`src/rtl/if_trace_queue.sv`:
```
// Generic FIFO: a push is visible on dout the next cycle, and a push at full is legal with a same-cycle pop.
// A push to a full FIFO without a pop is ignored; the caller owns the drop policy.
module itq_fifo #(
  parameter int W     = 8,
  parameter int DEPTH = 2
) (
  input  logic         clk,
  input  logic         rst,
  input  logic         push,
  input  logic [W-1:0] din,
  input  logic         pop,
  output logic [W-1:0] dout,
  output logic         empty,
  output logic         full
);
  localparam int AW = (DEPTH > 1) ? $clog2(DEPTH) : 1;
  localparam int CW = $clog2(DEPTH + 1);
  localparam logic [AW-1:0] LAST = AW'(DEPTH - 1);

  logic [W-1:0]  mem [DEPTH];
  logic [AW-1:0] wr_ptr;
  logic [AW-1:0] rd_ptr;
  logic [CW-1:0] count;
  logic          do_push;
  logic          do_pop;

  assign empty   = (count == '0);
  assign full    = (count == CW'(DEPTH));
  assign do_pop  = pop && !empty;
  assign do_push = push && (!full || do_pop);
  assign dout    = mem[rd_ptr];

  always_ff @(posedge clk or posedge rst) begin
    if (rst) begin
      wr_ptr <= '0;
      rd_ptr <= '0;
      count  <= '0;
    end else begin
      if (do_push) wr_ptr <= (wr_ptr == LAST) ? '0 : wr_ptr + 1'b1;
      if (do_pop)  rd_ptr <= (rd_ptr == LAST) ? '0 : rd_ptr + 1'b1;
      count <= count + CW'(do_push) - CW'(do_pop);
    end
  end

  always_ff @(posedge clk) begin
    if (do_push) mem[wr_ptr] <= din;
  end
endmodule

// Passive IF-stage fetch tracer: pairs in-order responses with pending fetches into timestamped records.
// Record visible one cycle after rvalid; never stalls the core, drains via valid/ready and drops on overflow.
module if_trace_queue #(
  parameter int ADDR_WIDTH      = 32,
  parameter int DATA_WIDTH      = 32,
  parameter int TIME_WIDTH      = 32,
  parameter int MAX_OUTSTANDING = 2,
  parameter int OUT_DEPTH       = 8,
  parameter int DROP_WIDTH      = 16
) (
  input  logic                  clk,
  input  logic                  rst,
  input  logic                  trace_en,
  input  logic                  if_busy,
  input  logic                  if_ready,
  input  logic                  instr_req,
  input  logic [ADDR_WIDTH-1:0] instr_addr,
  input  logic                  instr_grant,
  input  logic                  instr_rvalid,
  input  logic [DATA_WIDTH-1:0] instr_rdata,
  input  logic [TIME_WIDTH-1:0] counter,
  output logic                  trace_valid,
  input  logic                  trace_ready,
  output logic [ADDR_WIDTH-1:0] trace_addr,
  output logic [DATA_WIDTH-1:0] trace_instr,
  output logic [TIME_WIDTH-1:0] trace_if_start,
  output logic [TIME_WIDTH-1:0] trace_mem_start,
  output logic [TIME_WIDTH-1:0] trace_end,
  output logic [DROP_WIDTH-1:0] drop_count,
  output logic                  overflow,
  output logic                  proto_err
);
  typedef enum logic {IDLE, REQ_WAIT} state_t;

  typedef struct packed {
    logic [ADDR_WIDTH-1:0] addr;
    logic [TIME_WIDTH-1:0] if_start;
    logic [TIME_WIDTH-1:0] mem_start;
  } pend_t;

  typedef struct packed {
    logic [ADDR_WIDTH-1:0] addr;
    logic [DATA_WIDTH-1:0] instr;
    logic [TIME_WIDTH-1:0] if_start;
    logic [TIME_WIDTH-1:0] mem_start;
    logic [TIME_WIDTH-1:0] end_time;
  } rec_t;

  state_t                state;
  state_t                state_d;
  logic [TIME_WIDTH-1:0] req_time;
  logic [TIME_WIDTH-1:0] mem_time;
  logic [TIME_WIDTH-1:0] stage_start;
  logic                  stage_active;
  logic                  stage_active_q;
  logic                  accept;
  logic                  accept_q;

  pend_t pend_in;
  pend_t pend_out;
  pend_t pend_src;
  rec_t  rec_in;
  rec_t  rec_out;
  logic  pend_empty;
  logic  pend_full;
  logic  pend_pop;
  logic  pend_push;
  logic  pend_drop;
  logic  rec_vld;
  logic  orphan_rsp;
  logic  out_empty;
  logic  out_full;
  logic  out_pop;
  logic  out_push;
  logic  out_drop;

  logic [1:0]          drop_inc;
  logic [DROP_WIDTH:0] drop_sum;

  assign stage_active = if_busy | if_ready;

  // Stage start re-arms on the rising edge of activity and after every accepted grant.
  always_ff @(posedge clk or posedge rst) begin
    if (rst) begin
      stage_active_q <= 1'b0;
      accept_q       <= 1'b0;
      stage_start    <= '0;
    end else begin
      stage_active_q <= stage_active;
      accept_q       <= accept;
      if (stage_active && (!stage_active_q || accept_q)) stage_start <= counter;
    end
  end

  always_comb begin
    state_d  = state;
    accept   = 1'b0;
    mem_time = counter;
    case (state)
      IDLE: begin
        if (instr_req && trace_en) begin
          if (instr_grant) accept  = 1'b1;
          else             state_d = REQ_WAIT;
        end
      end
      REQ_WAIT: begin
        mem_time = req_time;
        if (instr_req && instr_grant) begin
          accept  = 1'b1;
          state_d = IDLE;
        end else if (!instr_req) begin
          state_d = IDLE;
        end
      end
      default: state_d = IDLE;
    endcase
  end

  always_ff @(posedge clk or posedge rst) begin
    if (rst) begin
      state    <= IDLE;
      req_time <= '0;
    end else begin
      state <= state_d;
      if (state == IDLE && instr_req && trace_en && !instr_grant) req_time <= counter;
    end
  end

  assign pend_in = '{addr: instr_addr, if_start: stage_start, mem_start: mem_time};

  // A response arriving with an empty queue consumes the fetch accepted in the same cycle.
  assign pend_pop   = instr_rvalid && !pend_empty;
  assign pend_drop  = accept && !pend_empty && pend_full && !pend_pop;
  assign pend_push  = accept && !(instr_rvalid && pend_empty) && !pend_drop;
  assign rec_vld    = instr_rvalid && (!pend_empty || accept);
  assign orphan_rsp = instr_rvalid && pend_empty && !accept;
  assign pend_src   = pend_empty ? pend_in : pend_out;

  assign rec_in = '{addr: pend_src.addr, instr: instr_rdata, if_start: pend_src.if_start,
                    mem_start: pend_src.mem_start, end_time: counter};

  assign out_pop  = trace_valid && trace_ready;
  assign out_drop = rec_vld && out_full && !out_pop;
  assign out_push = rec_vld && !out_drop;

  itq_fifo #(.W($bits(pend_t)), .DEPTH(MAX_OUTSTANDING)) u_pend (
    .clk   (clk),
    .rst   (rst),
    .push  (pend_push),
    .din   (pend_in),
    .pop   (pend_pop),
    .dout  (pend_out),
    .empty (pend_empty),
    .full  (pend_full)
  );

  itq_fifo #(.W($bits(rec_t)), .DEPTH(OUT_DEPTH)) u_out (
    .clk   (clk),
    .rst   (rst),
    .push  (out_push),
    .din   (rec_in),
    .pop   (out_pop),
    .dout  (rec_out),
    .empty (out_empty),
    .full  (out_full)
  );

  assign drop_inc = {1'b0, pend_drop} + {1'b0, out_drop};
  assign drop_sum = {1'b0, drop_count} + {{(DROP_WIDTH-1){1'b0}}, drop_inc};

  always_ff @(posedge clk or posedge rst) begin
    if (rst) begin
      drop_count <= '0;
      overflow   <= 1'b0;
      proto_err  <= 1'b0;
    end else begin
      if (drop_inc != 2'd0) begin
        drop_count <= drop_sum[DROP_WIDTH] ? '1 : drop_sum[DROP_WIDTH-1:0];
        overflow   <= 1'b1;
      end
      if (orphan_rsp) proto_err <= 1'b1;
    end
  end

  // Record fields are forced to zero while empty so reset and idle outputs read as 0.
  assign trace_valid     = !out_empty;
  assign trace_addr      = trace_valid ? rec_out.addr      : '0;
  assign trace_instr     = trace_valid ? rec_out.instr     : '0;
  assign trace_if_start  = trace_valid ? rec_out.if_start  : '0;
  assign trace_mem_start = trace_valid ? rec_out.mem_start : '0;
  assign trace_end       = trace_valid ? rec_out.end_time  : '0;
endmodule
```
`config.mk`:
```
export PLATFORM = sky130hd
export DESIGN_NAME = if_trace_queue
export DESIGN_NICKNAME = d
export VERILOG_FILES = /design/src/rtl/if_trace_queue.sv
export SDC_FILE = /design/constraint.sdc
export NUM_CORES = 1
export LEC_CHECK = 0
export ABC_AREA = 1
export BUFFER_PORTS_ARGS = -buffer_cell sky130_fd_sc_hd__buf_2
export CAP_MARGIN = 20
export CORE_MARGIN = 2
export CORE_UTILIZATION = 40
export CTS_BUF_LIST = sky130_fd_sc_hd__clkbuf_2 sky130_fd_sc_hd__clkbuf_4 sky130_fd_sc_hd__clkbuf_8
export CTS_CLUSTER_SIZE = 40
export DETAILED_ROUTE_END_ITERATION = 6
export PLACE_DENSITY = 0.66
export SYNTH_ARGS = -nofsm -noshare
export SYNTH_HDL_FRONTEND = slang
export SYNTH_HIERARCHICAL = 1
export SYNTH_SLANG_ARGS = --single-unit
export TNS_END_PERCENT = 20
```
`constraint.sdc`:
```
create_clock -name clk -period 10.41 [get_ports clk]
set_input_delay 2.082 -clock clk [delete_from_list [all_inputs] [get_ports clk]]
set_output_delay 2.082 -clock clk [all_outputs]
set_load 0.1 [all_outputs]
```
Word-level counts from Yosys, hierarchy flattened
Memories as Yosys holds them, arrays and structs flattened.
Index checks and enable logic that the tools add are counted.
Widths: inputs -> output; s select.
Cells by class
  add/sub/neg operators: 10
  equal/unequal tests: 4
  muxes and demuxes: 25
  bitwise logic cells: 2
  reduce and logical (&&, ||, !) cells: 42
Operator list (number)
  $mux 32: 6
  $mux 96: 1
  $logic_and 1x1->1: 23
  $add 16x2->17: 1
  $mux 16: 1
  $mux 1: 13
  $logic_not 1->1: 12
  $add 3x1->3 const B: 2
  $eq 3x3->1 const B: 2
  $mux 3: 2
  $add 4x1->4: 1
  $eq 4x4->1 const B: 1
  $logic_not 4->1: 1
  $logic_or 1x1->1: 4
  $pmux 1 s2: 2
  $sub 4x1->4: 1
  $add 1x1->1 const B: 2
  $add 1x1->2: 1
  $add 2x1->2: 1
  $eq 2x2->1 const B: 1
  $logic_not 2->1: 1
  $reduce_bool 2->1: 1
  $sub 2x1->2: 1
  $not 1->1: 1
  $or 1x1->1: 1
Word-level totals
  register bits: 99
  bits in writable memories: 1472
  input port bits: 105
  output and inout bits: 179
  logic and storage cells: 99
  memories: 2
Memories
  u_out.mem: depth 8, width 160, rd ports 1, clocked after memory_dff 0, write ports 1, RTL line 20  | logic [W-1:0] mem [DEPTH];
  u_pend.mem: depth 2, width 96, rd ports 1, clocked after memory_dff 0, write ports 1, RTL line 20

Depth between registers and ports, before layout
  depth in word-level cells: 12
  mapped depth: 18
  depth with buffers taken out: 17

Cells and area by module
Netlist, hierarchy kept.
Modules (own cells, without submodules)
  itq_fifo at u_out: instances 1, cells each 4333, area an instance 51868.5 µm², sequential area each 38687.1 µm²
  itq_fifo at u_pend: instances 1, cells each 540, area an instance 7238.2 µm², sequential area each 5865.6 µm²
  if_trace_queue: instances 1, cells each 1128, area an instance 6392.4 µm², sequential area each 2127.0 µm²

Worst setup path after synthesis
OpenSTA, ideal clock, no wires.
  path type: input-to-reg
  start point: input port trace_en
  end point: memory u_out/mem[0][0] in the netlist's numbering, enable pin
  library setup time: 0.681 ns
  data arrival time: 9.671 ns
  required time: 9.729 ns
  setup slack: 0.058 ns
  cell stages on the path: 8
  buffers on the path: 1
  cells stage by stage: nor2_1 nor2_2 o21ai_1 nor2_1 nor2_1 nand2_1 buf_2 nor2_1
Between the ends
  longest elaborated chain between the ends: 12
Ends and longest elaborated chain
  from (decl): RTL line 62  | input logic trace_en,
  $logic_and 1x1->1 (*): RTL line 150  | if (instr_req && trace_en) begin
  $mux 1 (*): RTL line 150
  $pmux 1 s2 (*): RTL line 148  | case (state)
  net accept: RTL line 105  | logic accept;
  $logic_or 1x1->1 (*): RTL line 184  | assign rec_vld = instr_rvalid && (!pend_empty || accept);
  $logic_and 1x1->1 (*): RTL line 184
  $logic_and 1x1->1 (2 in a row): RTL line 192  | assign out_drop = rec_vld && out_full && !out_pop;
  $logic_not 1->1: RTL line 193  | assign out_push = rec_vld && !out_drop;
  $logic_and 1x1->1 (*): RTL line 193
  net out_push: RTL line 123  | logic out_push;
  $logic_and 1x1->1 (*): RTL line 30  | assign do_push = push && (!full || do_pop);
  $mux 1 (*): RTL line 46  | if (do_push) mem[wr_ptr] <= din;
  $mux 1 (not written as such) (*): RTL line 46
  to (decl): RTL line 20
The timed path passes the listed nets; every way through them passes the cells marked *.

==> results.sh <==
export IMPL_grt_pass1_wl_mm=251.3
export IMPL_drv_slew=126
export IMPL_wl_per_cell_um=18.99
export IMPL_vias=43280
export IMPL_ys_ff_latch=1571
export IMPL_synthTopCellsByCount="2186 x nand2_1, 1472 x edfxtp_1, 693 x nor2_1"
export IMPL_hold_path_cell_count=0
export IMPL_cts_max_level=5
export IMPL_yosys_most_used_dff="edfxtp_1"
export IMPL_relSlewSlack_pct=-9.907
export IMPL_violations="slew limit"
export IMPL_avgSynthCellArea_um2=10.91
export IMPL_ys_types=34
export IMPL_numPortBuffers=283
export IMPL_slowest_stage="buf_4"
export IMPL_worst_slew_pin_slew_ps=1649
export IMPL_syn_nets=6122
export IMPL_hp_start="stage_start[4]"
export IMPL_holdBufCountCts=0
export IMPL_grt_setup_unrepaired="no"
export IMPL_gp_congestion=0.7710
export IMPL_rows=148
export IMPL_syn_cell_area_mm2=0.06550
export IMPL_cpPeakStageDelay_ps=900
export IMPL_firstDrtPassIters=6
export IMPL_syn_instance_count=6001
export IMPL_skew_ps=100.7
export IMPL_fin_cells=8661
export IMPL_antenna_left=0
export IMPL_wirelength_mm=164.5
export IMPL_cp_end_kind="output port"
export IMPL_fill_cells=14846
export IMPL_multi_input_comb_area_mm2=0.01557
export IMPL_rr_startpoint="u_pend/count[1]"
export IMPL_max_cap_violations=0
export IMPL_cts_root_buffer="clkbuf_8"
export IMPL_grt_pass1_vias=41862
export IMPL_min_to="u_pend/mem[1][36]"
export IMPL_critPathArrivalTime_ps=5160
export IMPL_worstPathCellList="buf_12, buf_4, nor2_1, nor2_1, o21ai_0, nand2_1, nand2_1, nand2_1, inv_1, nor2_1, buf_2"
export IMPL_synth_edf_count=1472
export IMPL_reg2reg_to="u_out/mem[7][104]"
export IMPL_setup_violations_final=0
export IMPL_cts_resized=0
export IMPL_dr_first_iter_drc_count=3928
export IMPL_ios=284
export IMPL_die_area_mm2=0.1670
export IMPL_setup_tns_ps=0
export IMPL_cp_start_kind="flop"
export IMPL_fin_ws_ps=3169
export IMPL_clock_path_buffers=4
export IMPL_insertion_delay_ps=1000
export IMPL_fin_crit_ps=7241
export IMPL_design_core_area_mm2=0.1628
export IMPL_critPathMaxFanout=223
export IMPL_r2r_slack_ps=4560
export IMPL_worstPathRequired_ps=8330
export IMPL_synth_most_common_cell="nand2_1"
export IMPL_post_route_period_util_pct=69.56
export IMPL_hold_violations=0
export IMPL_critPathTopFamily="buffers and inverters"
export IMPL_seq_area_frac_synth_pct=71.27
export IMPL_area_growth_pct=12.50
export IMPL_gr_usage_all_layers_pct=19.45
export IMPL_crit_type="reg2out"
export IMPL_path_buf_inv=4
export IMPL_start_util_pct=40.24
export IMPL_cts_tree="done"
export IMPL_yosysWarnings=6
export IMPL_clkTransAtPathRegs_ps=60
export IMPL_postCtsSetupBuffers=0
export IMPL_viasPerCell=4.997
export IMPL_fin_nets=6410
export IMPL_dp_slack_ps=4224
export IMPL_cts_sinks=1571
export IMPL_postSynth_asyncResetShare_pct=6.302
export IMPL_hpwl_mm=88.80
export IMPL_seqCellArea_mm2=0.04670
export IMPL_drc=0
export IMPL_die_h_um=408.7
export IMPL_status="finished, violations left"
export IMPL_synth_area_top_cells="edfxtp_1 67%, nand2_1 13%, nor2_1 4.0%"
export IMPL_rr_worst_depth=9
export IMPL_die_w_um=408.7
export IMPL_drive_above_1_share_pct=12.31
export IMPL_cts_buffers=280
export IMPL_clock_fmax_ghz=0.1381
export IMPL_dp_cells=8182
export IMPL_yosys_area_top_type_share_pct=67.49
export IMPL_grt_ovfl_total=0
export IMPL_synth_area_leader_cell="edfxtp_1"
export IMPL_hold_class="reg2reg"
export IMPL_grt_max_degree=237
export IMPL_antenna_found_initial=25
## metal layers
metal / wire length (um) / track usage, % / vias to the layer above / part of all wire (%)
li1: - / - / 20537 / -
met1: 71510 / 26.57 / 20966 / 43
met3: 11180 / 3.941 / 286 / 6.8
met2: 78020 / 31.37 / 1465 / 47
met5: 158 / 0 / - / 0.096
met4: 3619 / 5.770 / 26 / 2.2
## cells in the final DEF (no fill, tap or decap), types with 5 or more instances in the layout
cell / n
edfxtp_1: 1472
clkinv_2: 24
inv_6: 5
nand2_1: 2186
nor2_4: 10
clkinvlp_4: 9
nor2_1: 683
buf_4: 45
clkinv_1: 42
o211ai_1: 160
buf_2: 283
clkbuf_8: 296
inv_1: 399
nand3_1: 29
ha_1: 14
o21ai_1: 103
buf_12: 7
o21ai_0: 481
diode_2: 6
dfrtp_1: 94
clkbuf_4: 98
## cell families after synthesis
kind of cell    count (synthesis)  synth area share [%]
simple gates                 2922                 16.88
flops                        1571                 71.27
compound gates                750                 6.352
buf+inv                       736                 5.091
fa+ha+maj                      16                0.3286
xor+xnor                        6               0.08023
## flip-flops by register name (all words and copies together), names as in the netlist
name and flops:
u_out/count 4, u_pend/rd_ptr 1, stage_start 32, u_out/wr_ptr 3, u_out/rd_ptr 3, proto_err 1, state 1, overflow 1
req_time 32, u_out/mem 1280, drop_count 16, accept_q 1, u_pend/mem 192, u_pend/wr_ptr 1, stage_active_q 1, u_pend/count 2
## stage by stage
step | utilization [%] | hold slack [ps] | area, um^2
after floorplan | - | 441.9 | 65500
after global placement | 42.05 | 453.9 | 68440
after detailed placement | 42.05 | 462.2 | 68440
after CTS | 45.26 | 438.6 | 73670
after global routing | 45.27 | 461.5 | 73680
final | 45.27 | 442.5 | 73690
## how the worst max path moves through the flow
stage / start / to / slack (ps) / cells past startpoint
global placement: u_out/rd_ptr[1] / trace_if_start[12] / 4260 / 9
floorplan: trace_en / u_out/mem[0][0] / 60 / 8
detailed placement: u_out/rd_ptr[1] / trace_if_start[15] / 4220 / 9
global route: u_out/rd_ptr[0] / trace_end[27] / 2870 / 9
finish: u_out/rd_ptr[0] / trace_mem_start[18] / 3170 / 11
CTS: u_out/rd_ptr[1] / trace_if_start[15] / 3150 / 9
## cell type report
class | instances | area share (%)
Clock inverter | 79 | 0.5790
Inverter | 407 | 2.116
Antenna cell | 6 | 0.02038
Multi-Input combinational cell | 3694 | 21.13
Tap cell | 2175 | 3.693
Sequential cell | 1571 | 63.37
Timing Repair Buffer | 335 | 2.571
Clock buffer | 394 | 6.527
Power is left out: the tool's default activity adds up to more than one toggle a clock period on the data nets, which glitch-free logic cannot reach.
